--- config.mk ---
export PLATFORM = sky130hd
export DESIGN_NAME = pc_gen
export DESIGN_NICKNAME = d
export VERILOG_FILES = /design/src/rtl/pc_gen.sv
export SDC_FILE = /design/constraint.sdc
export NUM_CORES = 1
export LEC_CHECK = 0
export ABC_CLOCK_PERIOD_IN_PS = 4700
export CORE_MARGIN = 3
export CORE_UTILIZATION = 57
export CTS_BUF_LIST = sky130_fd_sc_hd__clkbuf_4 sky130_fd_sc_hd__clkbuf_8
export DETAILED_ROUTE_END_ITERATION = 10
export PLACE_DENSITY = 0.9
export RECOVER_POWER = 25
export SLEW_MARGIN = 25
export SYNTH_ARGS = -nofsm -noshare
export SYNTH_HDL_FRONTEND = slang
export SYNTH_SLANG_ARGS = --single-unit
--- constraint.sdc ---
create_clock -name clk -period 4.7 [get_ports clk]
set_input_delay 1.41 -clock clk [delete_from_list [all_inputs] [get_ports clk]]
set_output_delay 1.41 -clock clk [all_outputs]
set_load 0.03 [all_outputs]
--- src/rtl/pc_gen.sv ---
// Fetch-stage program counter: BOOT/RUN sequencer, branch/trap redirects and a one-entry pending-redirect buffer.
// Optional feature macro PC_MISALIGN_TRAP_EN: misaligned redirect targets trap instead of being force-aligned.
module pc_gen #(
    parameter int                ADDR_W    = 32,
    parameter logic [ADDR_W-1:0] RESET_VEC = ADDR_W'(32'h0000_0000),
    parameter logic [ADDR_W-1:0] TRAP_VEC  = ADDR_W'(32'h0000_0020),
    parameter int                STEP      = 4
) (
    input  logic              clk,
    input  logic              rst,
    input  logic              stall_i,
    input  logic              imem_ready_i,
    input  logic              br_valid_i,
    input  logic [ADDR_W-1:0] br_target_i,
    input  logic              trap_i,
    output logic [ADDR_W-1:0] pc,
    output logic              ce,
    output logic              misalign_o,
    output logic              fsm_state
);

    // Fetch handshake: a fetch at pc is accepted on an edge where ce=1 and
    // imem_ready_i=1; only then (and without stall) does pc advance. Redirects
    // and traps do not wait for imem_ready_i and abort the in-flight fetch.

    typedef enum logic {
        BOOT = 1'b0,
        RUN  = 1'b1
    } state_t;

    localparam logic [ADDR_W-1:0] STEP_W     = ADDR_W'(STEP);
    localparam logic [ADDR_W-1:0] ALIGN_MASK = ADDR_W'(STEP - 1);

    state_t            state;
    logic              pend_valid;
    logic [ADDR_W-1:0] pend_target;
    logic [ADDR_W-1:0] redir_raw;
    logic [ADDR_W-1:0] redir_pc;
    logic              redir_misalign;

    // A live branch is younger than anything pending, so it wins.
    assign redir_raw = br_valid_i ? br_target_i : pend_target;

`ifdef PC_MISALIGN_TRAP_EN
    assign redir_misalign = |(redir_raw & ALIGN_MASK);
    assign redir_pc       = redir_misalign ? TRAP_VEC : redir_raw;
`else
    assign redir_misalign = 1'b0;
    assign redir_pc       = redir_raw & ~ALIGN_MASK;
`endif

    assign fsm_state = state;

    always_ff @(posedge clk or negedge rst) begin
        if (!rst) begin
            state       <= BOOT;
            pc          <= RESET_VEC;
            ce          <= 1'b0;
            pend_valid  <= 1'b0;
            pend_target <= '0;
            misalign_o  <= 1'b0;
        end else begin
            misalign_o <= 1'b0;
            case (state)
                BOOT: begin
                    ce    <= 1'b1;
                    state <= RUN;
                end
                RUN: begin
                    ce <= 1'b1;
                    if (trap_i) begin
                        pc         <= TRAP_VEC;
                        pend_valid <= 1'b0;
                    end else if (br_valid_i && stall_i) begin
                        pend_valid  <= 1'b1;
                        pend_target <= br_target_i;
                    end else if (!stall_i && (br_valid_i || pend_valid)) begin
                        pc         <= redir_pc;
                        misalign_o <= redir_misalign;
                        pend_valid <= 1'b0;
                    end else if (imem_ready_i && !stall_i) begin
                        pc <= pc + STEP_W;
                    end
                end
                default: state <= BOOT;
            endcase
        end
    end

endmodule
==> impl_metrics.ini, run 1 <==
[drt]
wl_per_cell_um = 18.75
detail_route.vias_per_cell = 6.501
wl_um = 9394
vias = 3257
drt_pass1_iterations = 5
first_iter_violations = 276
antenna_left = 0
drc = 0

[sta]
tightest_slew_ps = 2625
hold_violations = 0
maxSlewHeadroom_pct = -75.00
min_period_ps = 3377
setup_viol = 0
tns_ps = 0
layout_setup_ws_ps = 1323
slew_violations = 49
post-route-period-util_pct = 71.85
grt_setup_unrepaired = false
clock_skew_ps = 8.176
max_freq_mhz = 296.1

[finish]
mostFrequentLayoutCell = clkdlybuf4s50_1
insertedDiodeCount = 0
design_area_um2 = 4459
nets = 461
area_delta_synth_final_pct = 24.83
post_layout_nonfiller_instances = 501
drive_above_1_share_pct = 15.73
mostFrequentLayoutCells = clkdlybuf4s50_1 (65), dfrtp_1 (62), mux2_2 (36)
fillerInstances = 417

[global_routing]
grt_pass1_wl_um = 15730
overflow = 0
antenna_found_initial = 0
track_usage_pct = 27.39
grt_pass1_vias = 3271
grt_max_degree = 49

[min_path]
hold_path_class = reg2reg

[setup_path]
critPathMaxStageDelay_ps = 1830
worstSetupEndpointType = asynchronous set/reset pin
cp.required_ps = 4590
arrival_ps = 3260
crit_chain = clkbuf_1
crit_family = buffers and inverters
start_kind = input port
critPathKind = in2async
worstPathMaxFanout = 48
crit_buf_inv = 1
cp_slowest_cell = clkbuf_1

[synthesis]
syn-cell-area_um2 = 3572
synthAdderAreaFrac_pct = 0.3503
synthArstFlopShare_pct = 100.0
synthFlopType = dfrtp_1
synth-xor-area-share_pct = 0.9807
synth_top_family_by_area = simple AND/OR/NAND/NOR gates
synthMuxAreaShare_pct = 17.51
syn_area_per_cell_um2 = 9.895
ys_seq_area_share_pct = 43.43
synth_top_area_share_pct = 43.43
synth_area_leaders = dfrtp_1 (43%), mux2_2 (11%), mux2i_1 (6.2%)
synth_warnings = 0
syn_inst = 361
synth_compound_area_share_pct = 15.06
synth-simple-area-share_pct = 17.97
synth-edff-count = 0
synth_top_cell_by_area = dfrtp_1
synth-seq-cells = 62
synth_cell_types = 53

[clocking]
htree_num_levels = 3
post-cts-setup-buffers = 0
numCtsBuffers = 9
post_cts_resized = 0
path_clk_slew_ps = 70
clkLatencyLatePin_ps = 340
cts_sinks = 62
root_buffer = clkbuf_8
holdBufCountCts = 0
cts_tree = yes
clock_path_buffers = 2

[floorplan]
die_y_um = 85.17
rows = 28
core_um2 = 5991
dieArea_um2 = 7253
die_w_um = 85.17
initial_core_util_pct = 59.63
io_pins = 73

[placed_design]
dpl_cell_area_um2 = 4252
dp_cells = 486
port_buffers = 67
dp_hpwl_um = 6360
dpl_worst_slack_ps = 1178
place_congestion = 0.8721

[outcome]
status = finished, violations left
violations = capacitance limit, slew limit

[pwr]
ir_drop_mv = 0.2535
p_leak_nw = 1.846
powerDensity_nw_per_um2 = 340.4

[job]
maxCapViolCount = 1
==> per-layer routing <==
metal | GRT usage, % | share of wire, % | vias to the layer above
li1 | - | - | 1472
met1 | 36.70 | 41 | 1586
met2 | 42.66 | 48 | 162
met3 | 5.728 | 7.6 | 37
met4 | 12.95 | 3.1 | 0
met5 | 0 | 0 | -
==> area by class of cell <==
cell class,instances,area (um2),area share [%]
Inverter,6,22.52,0.5051
Tap cell,75,93.84,2.104
Timing Repair Buffer,74,711.9,15.97
Clock buffer,11,138.9,3.114
Multi-Input combinational cell,269,1868,41.89
Sequential cell,62,1551,34.79
Clock inverter,4,72.57,1.627
==> cell families after synthesis <==
family / after synthesis
mux: 58
flops: 62
simple gates: 115
compound gates: 87
other cells: 2
fa+ha+maj: 1
buf+inv: 32
xor+xnor: 4
==> registers in the layout (all words and copies together) (netlist names) <==
name	cells
fsm_state	1
pend_valid	1
pc	30
pend_target	30
==> path summary, 6_finish.rpt <==
check	from	endpoint	slack, ps	cells past startpoint
worst min register to register	pend_target[2]	pend_target[2]	500	1
worst max register to register	pend_valid	pc[27]	2550	5
max in group clk	trap_i	pc[27]	1390	5
worst min-delay path	pend_target[2]	pend_target[2]	500	1
worst max-delay path	rst	fsm_state	1320	1
min in group asynchronous	rst	pc[27]	1890	1
==> synthesized netlist by cell type, types with 7 or more instances <==
| master | count |
|---|---|
| nand4_1 | 8 |
| clkbuf_1 | 11 |
| mux2i_1 | 22 |
| nand2_1 | 17 |
| dfrtp_1 | 62 |
| buf_4 | 7 |
| nor3_1 | 12 |
| a31oi_1 | 8 |
| a21oi_1 | 20 |
| o21ai_0 | 32 |
| nor2_1 | 21 |
| nand3_1 | 16 |
| mux2_2 | 36 |
| and3_1 | 9 |
==> through the flow <==
stage | hold WS, ps | power, mW | utilization (%)
floorplan | 471.9 | 0.8679 | -
global placement | 482.6 | 0.9851 | 70.93
detailed placement | 491.9 | 1.004 | 70.97
CTS | 508.0 | 1.521 | 74.50
global route | 530.2 | 1.583 | 74.44
finish | 504.4 | 1.518 | 74.44
==> power by group <==
group	total, mW	switching (mW)	leakage (nW)	internal [mW]
Combinational	0.321	0.162	0.951	0.159
Clock	0.520	0.213	0.106	0.307
Sequential	0.678	0.0649	0.789	0.613
Total	1.52	0.440	1.85	1.08
No activity file was read; power rests on OpenSTA's default activity.
==> run 2: changes to the inputs <==
--- a/config.mk
+++ b/config.mk
@@ -5,12 +5,12 @@
 export SDC_FILE = /design/constraint.sdc
 export NUM_CORES = 1
 export LEC_CHECK = 0
-export ABC_CLOCK_PERIOD_IN_PS = 4700
+export ABC_CLOCK_PERIOD_IN_PS = 3300
 export CORE_MARGIN = 3
-export CORE_UTILIZATION = 57
+export CORE_UTILIZATION = 53
 export CTS_BUF_LIST = sky130_fd_sc_hd__clkbuf_4 sky130_fd_sc_hd__clkbuf_8
 export DETAILED_ROUTE_END_ITERATION = 10
-export PLACE_DENSITY = 0.9
+export PLACE_DENSITY = 0.85
 export RECOVER_POWER = 25
 export SLEW_MARGIN = 25
 export SYNTH_ARGS = -nofsm -noshare
==> constraint.sdc (replaced) <==
create_clock -name clk -period 3.3 [get_ports clk]
set_input_delay 0.99 -clock clk [delete_from_list [all_inputs] [get_ports clk]]
set_output_delay 0.99 -clock clk [all_outputs]
set_load 0.03 [all_outputs]
==> run 2 against run 1 <==
Compared with the run above:
- the flow still finishes with violations (capacitance limit, slew limit)
- combinational power rose by 42%
- clock skew barely moved
- register-to-register slack got worse by 1400 ps
- critical endpoint is now fsm_state
- highest routed layer unchanged
==> impl_metrics.ini, run 2 (synthesis results as in run 1) <==
[sta]
post-route-period-util_pct = 78.76
slew_violations = 31
hold_ws_ps = 502.3
min_period_ps = 2599
grt_setup_unrepaired = false
maxSlewHeadroom_pct = -18.08
tightest_slew_ps = 1771
tns_ps = 0
max_freq_mhz = 384.7
clock_skew_ps = 7.720
layout_setup_ws_ps = 700.8
setup_viol = 0
hold_violations = 0

[clocking]
root_buffer = clkbuf_8
holdBufCountCts = 0
cts_sinks = 62
htree_num_levels = 3
clock_path_buffers = 2
clkLatencyLatePin_ps = 350
post_cts_resized = 0
numCtsBuffers = 9
post-cts-setup-buffers = 0
cts_tree = yes
path_clk_slew_ps = 70

[global_routing]
track_usage_pct = 24.64
antenna_found_initial = 0
grt_max_degree = 33
met1_usage_pct = 33.35
overflow = 0
grt_pass1_vias = 3102
grt_use_met2_pct = 39.11
busiest_layer = met2
grt_pass1_wl_um = 14720
met3_usage_pct = 5.550

[drt]
antenna_left = 0
vias = 3240
detail_route.vias_per_cell = 6.378
drt_pass1_iterations = 5
drc = 0
first_iter_violations = 318
wl_um = 8986
wl_per_cell_um = 17.69

[placed_design]
dpl_worst_slack_ps = 436.5
port_buffers = 67
dp_hpwl_um = 6265
dp_cells = 492
place_congestion = 0.8989

[finish]
area_delta_synth_final_pct = 26.30
insertedDiodeCount = 0
mostFrequentLayoutCell = clkdlybuf4s50_1
fillerInstances = 482
mostFrequentLayoutCells = clkdlybuf4s50_1 (65), dfrtp_1 (62), mux2_2 (36)
drive_above_1_share_pct = 16.71
top_regs = pc (30), pend_target (30)
post_layout_nonfiller_instances = 508
nets = 465

[setup_path]
crit_family = buffers and inverters
start_kind = flop
critPathMaxStageDelay_ps = 740
arrival_ps = 1610
cp.required_ps = 2310
worstSetupEndpointType = output pin
crit_chain = clkdlybuf4s50_1
cp_slowest_cell = clkdlybuf4s50_1
critPathKind = reg2out
crit_buf_inv = 1
worstPathMaxFanout = 10

[floorplan]
initial_core_util_pct = 55.62
rows = 29
core_um2 = 6422
die_w_um = 88.10
die_y_um = 88.10
io_pins = 73
dieArea_um2 = 7761

[job]
maxCapViolCount = 1

[outcome]
status = finished, violations left
violations = capacitance limit, slew limit

[pwr]
ir_drop_mv = 0.3141
powerDensity_nw_per_um2 = 476.6
p_leak_nw = 1.879

[min_path]
hold_path_class = reg2reg
## run 2: path summary, 6_finish.rpt
check,cells after the start,startpoint,slack (ps),endpoint
setup / recovery,1,fsm_state,700,fsm_state
hold / removal,1,pend_target[29],500,pend_target[29]
setup reg to reg,6,pc[2],1160,pc[24]
hold reg to reg,1,pend_target[29],500,pend_target[29]
max in group asynchronous,1,rst,1160,pend_target[7]
min in group asynchronous,1,rst,1110,pend_target[28]
## run 2: final cells by class
class / instances / area, um2 / area share (%)
inverter: 6 / 22.52 / 0.4992
sequential: 62 / 1551 / 34.39
clock buffer: 13 / 178.9 / 3.966
timing repair buffer: 78 / 754.5 / 16.72
tap: 77 / 96.34 / 2.135
clock inverter: 3 / 40.04 / 0.8874
multi-input combinational: 269 / 1868 / 41.40
## run 2: metal layers
metal | vias up | part of all wire, %
met5 | - | 0
met4 | 0 | 1.7
met3 | 15 | 8.1
met2 | 173 | 48
met1 | 1583 | 42
li1 | 1469 | -
## run 2: power breakdown
part / total [mW] / internal (mW) / switching (mW)
combinational: 0.457 / 0.231 / 0.226
sequential: 0.962 / 0.873 / 0.0893
clock: 0.732 / 0.429 / 0.303
## run 2: stage by stage
stage	power [mW]	instance area, um2	util [%]
2_1_floorplan	1.236	3580	-
3_3_place_gp	1.411	4294	66.86
4_1_cts	2.146	4513	70.27
5_1_grt	2.245	4512	70.25
3_5_place_dp	1.431	4294	66.86
6_report	2.150	4512	70.25
==> run 3: changes to the inputs <==
--- a/config.mk
+++ b/config.mk
@@ -5,12 +5,12 @@
 export SDC_FILE = /design/constraint.sdc
 export NUM_CORES = 1
 export LEC_CHECK = 0
-export ABC_CLOCK_PERIOD_IN_PS = 3300
+export ABC_CLOCK_PERIOD_IN_PS = 2100
 export CORE_MARGIN = 3
-export CORE_UTILIZATION = 53
+export CORE_UTILIZATION = 48
 export CTS_BUF_LIST = sky130_fd_sc_hd__clkbuf_4 sky130_fd_sc_hd__clkbuf_8
 export DETAILED_ROUTE_END_ITERATION = 10
-export PLACE_DENSITY = 0.85
+export PLACE_DENSITY = 0.81
 export RECOVER_POWER = 25
 export SLEW_MARGIN = 25
 export SYNTH_ARGS = -nofsm -noshare
==> constraint.sdc (replaced) <==
create_clock -name clk -period 2.1 [get_ports clk]
set_input_delay 0.63 -clock clk [delete_from_list [all_inputs] [get_ports clk]]
set_output_delay 0.63 -clock clk [all_outputs]
set_load 0.03 [all_outputs]
==> run 3 against run 2 <==
Compared with the run above:
- the flow now finishes without violations
- clock power increased by 65%
- hold slack lost 170 ps
- final cell count is 9.1% higher
- power increased by 61%
- clock-buffer cell count down 2
- wire length is 8.4% higher
- flip-flop and latch count is the same
- final area up 5.7%
- critical endpoint is now pc[26]
- first-iteration DRC count is 29% lower
==> impl_metrics.ini, run 3 (synthesis results as in run 1) <==
[floorplan]
core_um2 = 7019
rows = 30
io_pins = 73
initial_core_util_pct = 50.89
dieArea_um2 = 8513
die_w_um = 92.27
die_y_um = 92.27

[clocking]
post-cts-setup-buffers = 0
clkLatencyLatePin_ps = 340
numCtsBuffers = 9
cts_tree = yes
path_clk_slew_ps = 70
cts_sinks = 62
htree_num_levels = 3
clock_path_buffers = 2
root_buffer = clkbuf_8

[setup_path]
arrival_ps = 1440
crit_family = buffers and inverters
rr_startpoint = pc[3]
crit_chain = clkdlybuf4s50_1
critPathMaxStageDelay_ps = 690
crit_buf_inv = 1
reg2reg_slack_ps = 130
cp_slowest_cell = clkdlybuf4s50_1
critPathKind = reg2out
worstSetupEndpointType = output pin
reg2reg_depth = 6
worstPathMaxFanout = 4
cp.required_ps = 1470
crit_path_start = pc[26]
start_kind = flop
r2r_end = pc[24]

[pwr]
p_leak_nw = 2.233
powerDensity_nw_per_um2 = 728.1
total_power_mw = 3.471
ir_drop_mv = 0.4812

[placed_design]
dp_cells = 539
place_congestion = 0.8696
dp_hpwl_um = 7075
port_buffers = 67
dpl_cell_area_um2 = 4543

[sta]
post-route-period-util_pct = 98.57
clock_skew_ps = 10.13
min_period_ps = 2070
slew_violations = 0
grt_setup_unrepaired = false
setup_viol = 0
tns_ps = 0
hold_violations = 0
max_freq_mhz = 483.1

[drt]
first_iter_violations = 225
drc = 0
vias = 3307
antenna_left = 0
detail_route.vias_per_cell = 5.969
wl_per_cell_um = 17.58
wl_um = 9737
drt_pass1_iterations = 5

[global_routing]
antenna_found_initial = 0
grt_max_degree = 63
overflow = 0
grt_pass1_vias = 3313
grt_pass1_wl_um = 16060
track_usage_pct = 23.67

[outcome]
status = completed

[job]
maxCapViolCount = 0

[finish]
area_delta_synth_final_pct = 33.45
insertedDiodeCount = 0
drive_above_1_share_pct = 22.27
post_layout_nonfiller_instances = 554
mostFrequentLayoutCell = dfrtp_1
top_regs = pc (30), pend_target (30)
mostFrequentLayoutCells = dfrtp_1 (60), clkdlybuf4s50_1 (37), buf_4 (37)
nets = 493
design_area_um2 = 4767

[min_path]
hold_path_class = in2async
run 3: cell type report:
class	count	area, um2
well taps	96	120.1
fillers	560	2252
inverters	6	22.52
flip-flops and latches	62	1554
clock buffers	11	151.4
clock inverters	4	70.07
multi-input cells	269	1873
repair buffers	106	975.9
run 3: worst max path at each step:
| stage | slack, ps | cells after the start | to |
|---|---|---|---|
| after floorplan | 90 | 6 | pc[24] |
| after global placement | -210 | 6 | pc[22] |
| after detailed placement | -250 | 6 | pc[22] |
| after CTS | 8 | 1 | pc[13] |
| after global routing | 6 | 1 | pc[11] |
| final | 30 | 1 | pc[26] |
run 3: where the power goes:
group          total (mW)  internal (mW)  switching [mW]  leakage (nW)
combinational       0.760          0.379           0.381          1.33
clock                1.21          0.723           0.483         0.115
sequential           1.51           1.37           0.133         0.786
run 3: routing by layer:
layer / wire (um) / part of all wire (%) / track usage (%) / vias up
met3: 468 / 4.8 / 4.184 / 19
li1: - / - / - / 1534
met2: 4786 / 49 / 39.54 / 112
met5: 0 / 0 / 0 / -
met4: 200 / 2.1 / 8.911 / 0
met1: 4282 / 44 / 30.63 / 1642
run 3: worst reg2reg max path, cell delays in order, from the launching register on:
cell	delay, ps
dfrtp_2	360
ha_1	200
nand3_1	150
or2_2	390
or3_4	420
a21o_1	180
a22o_1	170
run 3: through the flow:
| step | utilization (%) | worst slack, ps | hold slack [ps] |
|---|---|---|---|
| detailed placement | 64.72 | -247.6 | 491.8 |
| finish | 67.91 | 30.12 | 332.2 |
| floorplan | - | 88.91 | 334.4 |
| CTS | 67.54 | 7.504 | 302.2 |
| global route | 67.91 | 5.611 | 372.0 |
| global placement | 64.72 | -212.4 | 484.1 |
run 3: repair_timing:
action / CTS / global route
resized for setup: 19 / 11
hold buffers: 0 / 0
endpoints found under the hold margin: 0 / 0
endpoints found under the setup margin: 19 / 12
